`config.mk`:
```
export PLATFORM = sky130hd
export DESIGN_NAME = serial_wb_bridge_flat
export DESIGN_NICKNAME = d
export VERILOG_FILES = /design/src/rtl/serial_wb_bridge_if.sv /design/src/rtl/serial_wb_bridge.sv /design/src/flat_wrapper.sv
export SDC_FILE = /design/constraint.sdc
export NUM_CORES = 1
export LEC_CHECK = 0
export ABC_AREA = 1
export ABC_CLOCK_PERIOD_IN_PS = 4700
export BUFFER_PORTS_ARGS = -buffer_cell sky130_fd_sc_hd__buf_2
export CAP_MARGIN = 20
export CELL_PAD_IN_SITES_DETAIL_PLACEMENT = 1
export CELL_PAD_IN_SITES_GLOBAL_PLACEMENT = 2
export CORE_MARGIN = 4
export CORE_UTILIZATION = 34
export DETAILED_ROUTE_END_ITERATION = 6
export PLACE_DENSITY = 0.95
export SLEW_MARGIN = 20
export SYNTH_ARGS = -nofsm -noshare
export SYNTH_HDL_FRONTEND = slang
export SYNTH_SLANG_ARGS = --single-unit
```
`constraint.sdc`:
```
create_clock -name clk -period 4.7 [get_ports clk]
set_input_delay 1.175 -clock clk [delete_from_list [all_inputs] [get_ports clk]]
set_output_delay 1.175 -clock clk [all_outputs]
set_load 0.05 [all_outputs]
```
`src/rtl/serial_wb_bridge_if.sv`:
```
// Byte-stream UART handshake plus Wishbone master bus of the serial bridge.
// The master modport is the bridge side; the slave modport is the UART/CSR side.
interface serial_wb_bridge_if #(
   parameter int AW = 16,
   parameter int DW = 32
);
   logic [7:0]      rx_dat;
   logic            rx_ready;
   logic            rx_ready_rst;
   logic [7:0]      tx_dat;
   logic            tx_txe;
   logic            tx_busy;
   logic [AW-1:0]   wb_adr_o;
   logic [DW-1:0]   wb_dat_o;
   logic [DW-1:0]   wb_dat_i;
   logic [DW/8-1:0] wb_sel_o;
   logic            wb_we_o;
   logic            wb_stb_o;
   logic            wb_cyc_o;
   logic            wb_ack_i;
   logic            wb_err_i;

   modport master (
      input  rx_dat, rx_ready, tx_busy, wb_dat_i, wb_ack_i, wb_err_i,
      output rx_ready_rst, tx_dat, tx_txe,
      output wb_adr_o, wb_dat_o, wb_sel_o, wb_we_o, wb_stb_o, wb_cyc_o
   );

   modport slave (
      output rx_dat, rx_ready, tx_busy, wb_dat_i, wb_ack_i, wb_err_i,
      input  rx_ready_rst, tx_dat, tx_txe,
      input  wb_adr_o, wb_dat_o, wb_sel_o, wb_we_o, wb_stb_o, wb_cyc_o
   );
endinterface

```
`src/rtl/serial_wb_bridge.sv`:
```
// Host-to-Wishbone bridge fed by a UART byte stream.
// Command byte [7]=write, [6]=auto-increment, [5:0]=words-1; then the address
// bytes MSB first, then (writes) the data words MSB first. Every transaction
// closes with a status byte: 0x00 ok, 0x01 bus error, 0x02 timeout. After the
// first error no further bus cycles are issued but the response length and the
// consumed write bytes stay the same, so the host never loses framing.
module serial_wb_bridge #(
   parameter int AW      = 16,
   parameter int DW      = 32,
   parameter int TIMEOUT = 255
) (
   input logic              clk,
   input logic              rst,
   serial_wb_bridge_if.master bus
);
   localparam int ADDR_BYTES = (AW + 7) / 8;
   localparam int DATA_BYTES = DW / 8;
   localparam int TW         = $clog2(TIMEOUT + 1);

   localparam logic [2:0] IDLE   = 3'd0;
   localparam logic [2:0] ADDR   = 3'd1;
   localparam logic [2:0] WDATA  = 3'd2;
   localparam logic [2:0] WB     = 3'd3;
   localparam logic [2:0] TXDATA = 3'd4;
   localparam logic [2:0] TXSTAT = 3'd5;

   logic [2:0]    state;
   logic          cmd_we;
   logic          cmd_inc;
   logic [5:0]    words_left;
   logic [7:0]    byte_cnt;
   logic [AW-1:0] addr;
   logic [DW-1:0] wdata;
   logic [DW-1:0] rdata;
   logic [7:0]    err_code;
   logic [TW-1:0] timer;

   logic          rx_take;
   logic          tx_can;
   logic          last_addr_byte;
   logic          last_data_byte;
   logic          last_word;
   logic [2:0]    word_next_state;

   // Byte handshake qualifiers and end-of-field / end-of-word decodes
   always_comb begin
      rx_take = bus.rx_ready && !bus.rx_ready_rst &&
                (state == IDLE || state == ADDR || state == WDATA);
      // The strobe cycle itself never samples tx_busy, which spaces strobes by two cycles.
      tx_can          = !bus.tx_busy && !bus.tx_txe;
      last_addr_byte  = (byte_cnt == 8'(ADDR_BYTES - 1));
      last_data_byte  = (byte_cnt == 8'(DATA_BYTES - 1));
      last_word       = (words_left == 6'd0);
      word_next_state = last_word ? TXSTAT : (cmd_we ? WDATA : WB);
   end

   // Command parser, bus cycle sequencer and response transmitter
   always_ff @(posedge clk) begin
      if (rst) begin
         state            <= IDLE;
         cmd_we           <= 1'b0;
         cmd_inc          <= 1'b0;
         words_left       <= 6'd0;
         byte_cnt         <= 8'd0;
         addr             <= '0;
         wdata            <= '0;
         rdata            <= '0;
         err_code         <= 8'h00;
         timer            <= '0;
         bus.rx_ready_rst <= 1'b0;
         bus.tx_dat       <= 8'h00;
         bus.tx_txe       <= 1'b0;
         bus.wb_adr_o     <= '0;
         bus.wb_dat_o     <= '0;
         bus.wb_sel_o     <= '0;
         bus.wb_we_o      <= 1'b0;
         bus.wb_stb_o     <= 1'b0;
         bus.wb_cyc_o     <= 1'b0;
      end else begin
         bus.rx_ready_rst <= rx_take;
         bus.tx_txe       <= 1'b0;
         case (state)
            IDLE: begin
               if (rx_take) begin
                  cmd_we     <= bus.rx_dat[7];
                  cmd_inc    <= bus.rx_dat[6];
                  words_left <= bus.rx_dat[5:0];
                  byte_cnt   <= 8'd0;
                  err_code   <= 8'h00;
                  state      <= ADDR;
               end
            end
            ADDR: begin
               if (rx_take) begin
                  // Shifting keeps only the low AW bits, so excess address bits drop out.
                  addr     <= AW'({addr, bus.rx_dat});
                  byte_cnt <= byte_cnt + 8'd1;
                  if (last_addr_byte) begin
                     byte_cnt <= 8'd0;
                     state    <= cmd_we ? WDATA : WB;
                  end
               end
            end
            WDATA: begin
               if (rx_take) begin
                  wdata    <= DW'({wdata, bus.rx_dat});
                  byte_cnt <= byte_cnt + 8'd1;
                  if (last_data_byte) begin
                     byte_cnt <= 8'd0;
                     state    <= WB;
                  end
               end
            end
            WB: begin
               if (!bus.wb_cyc_o) begin
                  if (err_code != 8'h00) begin
                     // Sticky error: no bus cycle, read word answers with zeros.
                     rdata <= '0;
                     if (cmd_we) begin
                        if (!last_word) begin
                           words_left <= words_left - 6'd1;
                           if (cmd_inc) addr <= addr + AW'(1);
                        end
                        state <= word_next_state;
                     end else begin
                        state <= TXDATA;
                     end
                  end else begin
                     bus.wb_cyc_o <= 1'b1;
                     bus.wb_stb_o <= 1'b1;
                     bus.wb_we_o  <= cmd_we;
                     bus.wb_adr_o <= addr;
                     bus.wb_dat_o <= wdata;
                     bus.wb_sel_o <= '1;
                     timer        <= '0;
                  end
               end else if (bus.wb_err_i || bus.wb_ack_i || timer == TW'(TIMEOUT - 1)) begin
                  bus.wb_cyc_o <= 1'b0;
                  bus.wb_stb_o <= 1'b0;
                  bus.wb_we_o  <= 1'b0;
                  bus.wb_sel_o <= '0;
                  // err takes priority over a simultaneous ack
                  if (bus.wb_err_i) begin
                     err_code <= 8'h01;
                     rdata    <= '0;
                  end else if (bus.wb_ack_i) begin
                     rdata <= bus.wb_dat_i;
                  end else begin
                     err_code <= 8'h02;
                     rdata    <= '0;
                  end
                  if (cmd_we) begin
                     if (!last_word) begin
                        words_left <= words_left - 6'd1;
                        if (cmd_inc) addr <= addr + AW'(1);
                     end
                     state <= word_next_state;
                  end else begin
                     state <= TXDATA;
                  end
               end else begin
                  timer <= timer + TW'(1);
               end
            end
            TXDATA: begin
               if (tx_can) begin
                  bus.tx_dat <= rdata[DW-1 -: 8];
                  bus.tx_txe <= 1'b1;
                  rdata      <= rdata << 8;
                  byte_cnt   <= byte_cnt + 8'd1;
                  if (last_data_byte) begin
                     byte_cnt <= 8'd0;
                     if (!last_word) begin
                        words_left <= words_left - 6'd1;
                        if (cmd_inc) addr <= addr + AW'(1);
                     end
                     state <= word_next_state;
                  end
               end
            end
            TXSTAT: begin
               if (tx_can) begin
                  bus.tx_dat <= err_code;
                  bus.tx_txe <= 1'b1;
                  state      <= IDLE;
               end
            end
            default: begin
               state <= IDLE;
            end
         endcase
      end
   end
endmodule

```
`src/flat_wrapper.sv`:
```
// flat-port wrapper written by rule: the top's interface ports become plain ports
module serial_wb_bridge_flat 
#(
   parameter int AW      = 16,
   parameter int DW      = 32,
   parameter int TIMEOUT = 255
)
  (clk, rst, bus_rx_dat, bus_rx_ready, bus_tx_busy, bus_wb_dat_i, bus_wb_ack_i, bus_wb_err_i, bus_rx_ready_rst, bus_tx_dat, bus_tx_txe, bus_wb_adr_o, bus_wb_dat_o, bus_wb_sel_o, bus_wb_we_o, bus_wb_stb_o, bus_wb_cyc_o);
  serial_wb_bridge_if #(.AW(AW), .DW(DW)) bus_i ();
  input logic clk;
  input logic rst;
  input wire logic [$bits(bus_i.rx_dat)-1:0] bus_rx_dat;
  input wire logic [$bits(bus_i.rx_ready)-1:0] bus_rx_ready;
  input wire logic [$bits(bus_i.tx_busy)-1:0] bus_tx_busy;
  input wire logic [$bits(bus_i.wb_dat_i)-1:0] bus_wb_dat_i;
  input wire logic [$bits(bus_i.wb_ack_i)-1:0] bus_wb_ack_i;
  input wire logic [$bits(bus_i.wb_err_i)-1:0] bus_wb_err_i;
  output wire logic [$bits(bus_i.rx_ready_rst)-1:0] bus_rx_ready_rst;
  output wire logic [$bits(bus_i.tx_dat)-1:0] bus_tx_dat;
  output wire logic [$bits(bus_i.tx_txe)-1:0] bus_tx_txe;
  output wire logic [$bits(bus_i.wb_adr_o)-1:0] bus_wb_adr_o;
  output wire logic [$bits(bus_i.wb_dat_o)-1:0] bus_wb_dat_o;
  output wire logic [$bits(bus_i.wb_sel_o)-1:0] bus_wb_sel_o;
  output wire logic [$bits(bus_i.wb_we_o)-1:0] bus_wb_we_o;
  output wire logic [$bits(bus_i.wb_stb_o)-1:0] bus_wb_stb_o;
  output wire logic [$bits(bus_i.wb_cyc_o)-1:0] bus_wb_cyc_o;
  assign bus_i.rx_dat = bus_rx_dat;
  assign bus_i.rx_ready = bus_rx_ready;
  assign bus_i.tx_busy = bus_tx_busy;
  assign bus_i.wb_dat_i = bus_wb_dat_i;
  assign bus_i.wb_ack_i = bus_wb_ack_i;
  assign bus_i.wb_err_i = bus_wb_err_i;
  assign bus_rx_ready_rst = bus_i.rx_ready_rst;
  assign bus_tx_dat = bus_i.tx_dat;
  assign bus_tx_txe = bus_i.tx_txe;
  assign bus_wb_adr_o = bus_i.wb_adr_o;
  assign bus_wb_dat_o = bus_i.wb_dat_o;
  assign bus_wb_sel_o = bus_i.wb_sel_o;
  assign bus_wb_we_o = bus_i.wb_we_o;
  assign bus_wb_stb_o = bus_i.wb_stb_o;
  assign bus_wb_cyc_o = bus_i.wb_cyc_o;
  serial_wb_bridge #(.AW(AW), .DW(DW), .TIMEOUT(TIMEOUT)) u_core (.clk(clk), .rst(rst), .bus(bus_i));
endmodule
```
==> Word-level counts from Yosys, hierarchy flattened <==
Index checks and enable logic that the tools add are counted.
{ "totals": {"n_memories": 0, "mem_bits_ro": 0, "ff_bits": 180, "in_bits": 46, "latchBits": 0, "mem_bits_rw": 0} }
{ "classes": {"muxes": 71, "bitwise_logic": 3, "n_eq_ne": 24, "div_mod_pow": 0, "shifts": 0, "magnitude_cmp": 0, "mul": 0, "add_sub_neg": 4, "n_reduce_logical": 33} }
{ "op_table": {"columns": ["op", "count"], "rows": [
  ["$mux W32", 6],
  ["$mux W16", 9],
  ["$mux W8", 15],
  ["$pmux W32 S2", 1],
  ["$mux W6", 8],
  ["$pmux W16 S3", 1],
  ["$mux W3", 13],
  ["$pmux W8 S2", 2],
  ["$pmux W8 S4", 1],
  ["$ne A2 B1 Y1 const B", 11],
  ["$pmux W3 S6", 1],
  ["$pmux W6 S3", 1],
  ["$add A16 B1 Y16 const B", 1],
  ["$add A8 B1 Y8 const B", 2],
  ["$mux W4", 3],
  ["$reduce_and A3 Y1", 4],
  ["$reduce_and A6 Y1", 2],
  ["$mux W1", 10],
  ["$reduce_and A10 Y1", 1],
  ["$reduce_and A5 Y1", 2],
  ["$eq A8 B1 Y1 const B", 1],
  ["$eq A8 B2 Y1 const B", 1],
  ["$eq A8 B8 Y1 const B", 1],
  ["$reduce_bool A8 Y1", 1],
  ["19 further kinds", 37]
]} }

==> Depth between registers and ports, before layout <==
Gate-level depths: netlist of the first run.
{ "depth": {"depth_word": 7, "depth_mapped": 13} }

==> Worst setup path before layout of the first run <==
OpenSTA, ideal clock, no wires.
{ "synth_timing": {"path_kind": "input -> register", "start": "input port bus_tx_busy", "end": "register u_core.addr[10]", "arrival_ns": 2.085, "path_stages": 11, "setup_ns": 0.117, "slack_ns": 2.498, "n_path_buf": 1, "required_ns": 4.583, "path_cell_list": "inv_1 nand2_1 nand3_2 nand2_1 inv_1 nand3_1 nor2_1 buf_4 nand2_1 nor2_1 nor2_1"} }
{ "synth_between": {"elab_chain_len": 4} }
{ "synth_lines": {"columns": ["element", "line_no", "source"], "rows": [
  ["start, declared", "flat_wrapper.sv:14", "input wire logic [$bits(bus_i.tx_busy)-1:0] bus_tx_busy;"],
  ["$logic_not A1 Y1", "serial_wb_bridge.sv:50", "tx_can = !bus.tx_busy && !bus.tx_txe;"],
  ["$logic_and A1 B1 Y1", "serial_wb_bridge.sv:50", null],
  ["$ne A2 B1 Y1 (no source line)", null, null],
  ["$reduce_and A6 Y1 (no source line)", null, null],
  ["end signal, assigned", "serial_wb_bridge.sv:96", "addr <= AW'({addr, bus.rx_dat});"],
  ["end signal, assigned", "serial_wb_bridge.sv:122", "if (cmd_inc) addr <= addr + AW'(1);"],
  ["end signal, assigned", "serial_wb_bridge.sv:155", "if (cmd_inc) addr <= addr + AW'(1);"],
  ["end, declared", "serial_wb_bridge.sv:32", "logic [AW-1:0] addr;"]
]} }
No other way between the ends.
A chain may end at the register's enable or synchronous reset.

==> Worst setup path in the final report of the first run <==
{ "layout_timing": {"start": "register u_core.state[2]", "end": "register u_core.rdata[31]"} }
{ "layout_between": {"elab_chain_len": 3} }
{ "layout_lines": {"columns": ["element", "line_no", "source"], "rows": [
  ["start, declared", "serial_wb_bridge.sv:27", "logic [2:0] state;"],
  ["start signal, assigned", "serial_wb_bridge.sv:100", "state <= cmd_we ? WDATA : WB;"],
  ["start signal, assigned", "serial_wb_bridge.sv:124", "state <= word_next_state;"],
  ["start signal, assigned", "serial_wb_bridge.sv:157", "state <= word_next_state;"],
  ["$eq A3 B2 Y1 or $eq A3 B3 Y1 (tied branches)", "serial_wb_bridge.sv:82", "case (state)"],
  ["$ne A3 B1 Y1 (no source line) (tied with other cells)", null, null],
  ["$reduce_and A4 Y1 (no source line)", null, null],
  ["end signal, assigned", "serial_wb_bridge.sv:147", "rdata <= bus.wb_dat_i;"],
  ["end signal, assigned", "serial_wb_bridge.sv:169", "rdata <= rdata << 8;"],
  ["end, declared", "serial_wb_bridge.sv:34", "logic [DW-1:0] rdata;"]
]} }
Parallel ways exist; a longest one is shown, timed or not.

==> results of run 1 <==
## how the worst min path moves through the flow
stage | from | end | slack (ns) | cells after the start
4_1_cts | u_core.timer[4]$_SDFFE_PP0P_ | u_core.timer[4]$_SDFFE_PP0P_ | 0.45 | 2
6_report | u_core.timer[4]$_SDFFE_PP0P_ | u_core.timer[4]$_SDFFE_PP0P_ | 0.45 | 2
2_1_floorplan | u_core.timer[4]$_SDFFE_PP0P_ | u_core.timer[4]$_SDFFE_PP0P_ | 0.42 | 2
3_3_place_gp | u_core.timer[4]$_SDFFE_PP0P_ | u_core.timer[4]$_SDFFE_PP0P_ | 0.43 | 2
5_1_grt | u_core.rdata[19]$_SDFFE_PP0P_ | u_core.rdata[19]$_SDFFE_PP0P_ | 0.49 | 2
3_5_place_dp | u_core.timer[4]$_SDFFE_PP0P_ | u_core.timer[4]$_SDFFE_PP0P_ | 0.44 | 2
## kinds of logic after synthesis
group                      count (synthesis)  share of synthesized area (%)
and+or+nand+nor                          554                           30.1
AOI/OAI and AO/OA                        218                           15.0
DFF                                      170                           44.4
buffers and inverters                    137                           8.20
xor gates and xnor gates                  11                           1.26
adders and majority gates                  6                          0.980
## per-stage QoR
| step | worst slack, ns | instance area, um2 |
|---|---|---|
| after global routing | 1.49 | 8870 |
| after floorplan | 2.50 | 7660 |
| after detailed placement | 1.83 | 8280 |
| after global placement | 1.90 | 8280 |
| final | 1.81 | 8870 |
| after CTS | 1.81 | 8860 |
## sequential cells by signal, summed over array words and instances (netlist names)
signal / count
u_core.bus.wb_we_o: 1
u_core.bus.wb_dat_o: 32
u_core.bus.rx_ready_rst: 1
u_core.cmd_we: 1
u_core.words_left: 6
u_core.state: 3
u_core.timer: 8
u_core.bus.tx_dat: 8
u_core.cmd_inc: 1
u_core.rdata: 32
u_core.wdata: 32
u_core.bus.wb_adr_o: 16
u_core.bus.tx_txe: 1
u_core.addr: 16
u_core.bus.wb_sel_o: 1
u_core.byte_cnt: 8
u_core.err_code: 2
u_core.bus.wb_cyc_o: 1
## cell usage after synthesis, types with 2 or more instances
| cell type | n |
|---|---|
| inv_2 | 9 |
| clkbuf_1 | 28 |
| xnor2_1 | 2 |
| nand2_4 | 5 |
| a21oi_1 | 69 |
| nor3_1 | 2 |
| inv_1 | 69 |
| xor2_1 | 9 |
| buf_2 | 9 |
| buf_4 | 13 |
| a22o_1 | 9 |
| o22ai_1 | 2 |
| nor2_1 | 248 |
| buf_6 | 7 |
| nand3_1 | 63 |
| dfxtp_1 | 170 |
| o21ai_1 | 2 |
| ha_1 | 6 |
| nor2_2 | 4 |
| or2_2 | 2 |
| o21ai_0 | 128 |
| nand4_1 | 7 |
| o211ai_1 | 3 |
| nand2_2 | 6 |
| nand2_1 | 208 |
## power by group through the flow
stage / Combinational (mW) / Clock (mW) / Sequential, mW
2_1_floorplan: 0.787 / 0 / 1.92
3_3_place_gp: 1.16 / 0 / 1.82
3_5_place_dp: 1.18 / 0 / 1.82
4_1_cts: 1.19 / 1.44 / 1.79
5_1_grt: 1.33 / 1.50 / 1.82
6_report: 1.18 / 1.40 / 1.79
## worst max-delay path: stages, from the launching register on
cell	delay, ns
dfxtp_1	0.55
inv_2	0.11
nand3_4	0.13
inv_2	0.06
nand2_2	0.54
nand2_2	0.34
nor2_4	0.15
buf_4	0.29
nand2_4	0.31
nor2_1	0.20
nor2_1	0.07
## area by class of cell
type	instances	area, um2
tap	280	350
clock buffer	20	457
antenna	1	2.50
inverter	78	293
multi-input combinational	789	3630
fill	2838	13100
timing repair buffer	117	603
clock inverter	12	129
sequential	170	3400
## per-layer routing
metal | vias to the layer above | GRT usage [%] | share of wire [%]
li1 | 3667 | - | -
met5 | - | 0 | 0
met1 | 3383 | 23.4 | 48
met4 | 0 | 4.87 | 1.2
met2 | 101 | 29.0 | 47
met3 | 18 | 3.75 | 3.6
==> flow_summary.yaml, run 1 <==
floorplanning:
  start_util_pct: 34.9
  dieArea_um2: 25000
  ios: 111
  core_region_area_um2: 22000
  die_h_um: 158
  core.rowCount: 54
  chipWidth_um: 158
sta:
  fin_crit_ns: 2.89
  fin_crit_sh_pct: 61.5
  relSlewSlack_pct: 33.1
  worst_pin_slew_ns: 1.00
  hold_viol_final: 0
  setup_viol: 0
  rsz0062_at_grt: "no"
  drv_slew: 0
  finalSetupTns_ns: 0
  holdWs_ns: 0.453
  max_freq_mhz: 346
  final.setup_skew_ns: 0.0136
routing:
  wl_per_cell_um: 14.8
  drtPass1Iterations: 4
  drt_iter0_markers: 478
  wl_mm: 21.7
  via_per_inst: 4.89
  routed-via-count: 7169
  ant_nets: 0
  drcViolationCount: 0
yosys:
  synth_top_cell_by_area: "dfxtp_1"
  synth_edf_count: 0
  yosysTopAreaCellShare_pct: 44.4
  synth_cell_types: 41
  synth_area_um2: 7660
  synth_seq_cells: 170
  ys.warnings.count: 0
  synth.area.top_cells: "dfxtp_1 (44%), nor2_1 (12%), nand2_1 (10%)"
  seq_area_frac_synth_pct: 44.4
  synthCells: 1096
  synth_flop_cell: "dfxtp_1"
  syn_nets: 1148
  synthArstFlopShare_pct: 0
  avgSynthCellArea_um2: 6.99
cts:
  path_clk_slew_ns: 0.07
  clock_latency_ns: 0.43
  cts_inserted_buffers: 17
  clk_path_buf_depth: 2
  cts_tree: "done"
  h-tree-depth: 4
  cts_hold_buffers: 0
  cts_resized: 0
  clock-sinks: 170
  cts-root-buf: "clkbuf_16"
  post_cts_buffers: 0
pwr:
  intPower_mw: 2.73
  vdd_ir_drop_max_v: 0.000263
  combPwrFrac_pct: 27.0
  netSwitchingFraction_pct: 37.6
  total_power_mw: 4.37
  power.switching_mw: 1.64
  pwr-share-clk_pct: 32.1
  power_density_nw_per_um2: 493
  p_seq_share_pct: 40.9
  power.leakage_nw: 3.87
setup_path:
  cp_max_fo: 42
  endpoint: "u_core.rdata[31]$_SDFFE_PP0P_"
  crit_required_ns: 5.03
  end_kind: "flop"
  crit_start: "u_core.state[2]$_SDFFE_PP0P_"
  r2r-start: "u_core.state[2]$_SDFFE_PP0P_"
  cp-start-kind: "flop"
  critical_path_class: "reg2reg"
  worstPathArrival_ns: 3.22
  reg2reg_depth: 10
  r2r_end: "u_core.rdata[31]$_SDFFE_PP0P_"
  ff2ff_setup_slack_ns: 1.81
placed_design:
  dp.cells: 1434
  place_congestion: 0.806
  portBuffers: 110
  dpl.hpwl_mm: 15.0
global_routing:
  antenna_found_initial: 1
  grt_pass1_wl_mm: 35.6
  grt-ovfl-total: 0
  grt_pass1_vias: 7114
  grt_start_max_net_pins: 61
  grt_usage_pct: 17.6
layout:
  nets: 1225
  layout_commonest_cell: "nor2_1"
  utilization_pct: 40.4
  drive_gt1_share_pct: 15.3
  fin_cells: 1467
  layout_common_cells: "nor2_1 (248), nand2_1 (208), dfxtp_1 (170)"
  area_delta_synth_final_pct: 15.7
run_status:
  status: "complete, no violations"
run:
  max-cap-violations: 0
hold_path:
  hold_class: "reg2reg"
(Power assumes the default switching activity.)
==> inputs of run 2 (changes only) <==
- ABC_CLOCK_PERIOD_IN_PS: 4700 -> 2400
- CORE_UTILIZATION: 34 -> 29
- PLACE_DENSITY: 0.95 -> 0.87
- clock period: 4.7 -> 2.4 ns (I/O delays scaled with it)
==> flow_summary.yaml, run 2 (synthesis gave the netlist of run 1 again) <==
floorplanning:
  ios: 111
  die_h_um: 171
  dieArea_um2: 29100
  core.rowCount: 59
  core_region_area_um2: 26100
  chipWidth_um: 171
  start_util_pct: 29.4
sta:
  rsz0062_at_grt: "no"
  fin_crit_ns: 1.91
  hold_viol_final: 0
  fin_crit_sh_pct: 79.5
  final.setup_skew_ns: 0.0147
  max_freq_mhz: 524
  finalSetupTns_ns: 0
  setup_viol: 0
  holdWs_ns: 0.426
  relSlewSlack_pct: 57.2
  drv_slew: 0
  worst_pin_slew_ns: 0.642
global_routing:
  grt_usage_pct: 15.4
  grt_pass1_vias: 7200
  grt_start_max_net_pins: 83
  antenna_found_initial: 0
  grt-ovfl-total: 0
  grt_pass1_wl_mm: 36.5
setup_path:
  worst_path_dominant_cell_family: "simple AND/OR/NAND/NOR gates"
  cp_slowest_stage_delay_ns: 0.52
  crit_required_ns: 2.73
  worstPathArrival_ns: 2.23
  crit_slowest_cell: "dfxtp_1"
  end_kind: "flop"
  critical_path_class: "reg2reg"
  reg2reg_depth: 9
  cp.depth: 9
  crit_chain: "nor2_2, nand2_4, inv_2, o21ai_1, nand3_1, inv_2, nand2_2, nor2_1, nor2_1"
  path_buf_inv: 2
  cp_max_fo: 13
  cp-start-kind: "flop"
cts:
  h-tree-depth: 4
  cts_resized: 0
  clock_latency_ns: 0.44
  clk_path_buf_depth: 2
  post_cts_buffers: 0
  cts_inserted_buffers: 17
  path_clk_slew_ns: 0.08
  clock-sinks: 170
  cts_hold_buffers: 0
  cts_tree: "done"
  cts-root-buf: "clkbuf_16"
placed_design:
  dpl.hpwl_mm: 15.4
  place_congestion: 0.806
  place_area_um2: 8430
  dp.cells: 1497
  portBuffers: 110
routing:
  via_per_inst: 4.76
  drtPass1Iterations: 6
  drt_iter0_markers: 355
  routed-via-count: 7273
  ant_nets: 0
  wl_mm: 22.3
  drcViolationCount: 0
  wl_per_cell_um: 14.6
pwr:
  p_seq_share_pct: 39.8
  combPwrFrac_pct: 26.7
  total_power_mw: 8.79
  power_density_nw_per_um2: 970
  power.leakage_nw: 3.92
  power.switching_mw: 3.25
  netSwitchingFraction_pct: 37.0
  pwr-share-clk_pct: 33.6
  intPower_mw: 5.54
  vdd_ir_drop_max_v: 0.000338
layout:
  top_regs: "u_core.bus.wb_dat_o x32, u_core.rdata x32, u_core.wdata x32"
  layout_common_cells: "nor2_1 (248), nand2_1 (208), dfxtp_1 (170)"
  final_area_um2: 9060
  area_delta_synth_final_pct: 18.2
  fillers: 3281
  fin_cells: 1529
  nets: 1233
  drive_gt1_share_pct: 16.0
  regArea_um2: 3400
  layout_commonest_cell: "nor2_1"
  antenna_cells: 0
  multi_input_area_um2: 3630
run_status:
  status: "complete, no violations"
hold_path:
  hold_class: "in2reg"
  holdPathStages: 3
run:
  max-cap-violations: 0
run 2: cell types whose count changed in the layout (fill, tap and decap cells not counted), sizes merged:
cell,delta
clkinvlp,+4
bufinv,+2
inv,-1
buf,+8
clkinv,-3
clkbuf,-2
diode,-1
run 2: final cells by class:
cell class                 instances  share of cell area [%]
sequential                       170                    37.6
clock buffer                      18                    4.85
multi-input combinational        789                    40.1
tap                              335                    4.63
inverter                          78                    3.23
clock inverter                    14                    2.04
timing repair buffer             125                    7.60
run 2: final timing paths:
path	start	to	slack, ns
max	u_core.state[0]$_SDFFE_PP0P_	u_core.addr[6]$_SDFFE_PP0P_	0.49
min	bus_wb_dat_i[3]	u_core.rdata[3]$_SDFFE_PP0P_	0.43
max reg2reg	u_core.state[0]$_SDFFE_PP0P_	u_core.addr[6]$_SDFFE_PP0P_	0.49
min reg2reg	u_core.timer[4]$_SDFFE_PP0P_	u_core.timer[4]$_SDFFE_PP0P_	0.46
run 2: worst min-delay path, delay by kind of cell:
kind	cells	cell delay [ns]
compound gates	1	0.06
simple gates	1	0.07
buf+inv	1	0.10
run 2: through the flow:
stage | setup slack, ns | utilization, %
6_report | 0.492 | 34.8
5_1_grt | 0.273 | 34.8
4_1_cts | 0.444 | 34.8
3_5_place_dp | 0.353 | 32.4
3_3_place_gp | 0.355 | 32.4
2_1_floorplan | 0.614 | -
run 2: power by group through the flow:
stage          logic [mW]  registers [mW]  clock network [mW]
2_1_floorplan        1.54            3.76                   0
3_3_place_gp         2.31            3.55                   0
3_5_place_dp         2.34            3.55                   0
4_1_cts              2.38            3.50                3.02
5_1_grt              2.65            3.55                3.15
6_report             2.34            3.50                2.95
run 2: metal layers:
layer,routed length [um],share of wire [%],global-route usage (%)
met1,10600,48,20.2
met2,10600,48,26.1
met3,781,3.5,3.03
met4,242,1.1,3.78
met5,0,0,0
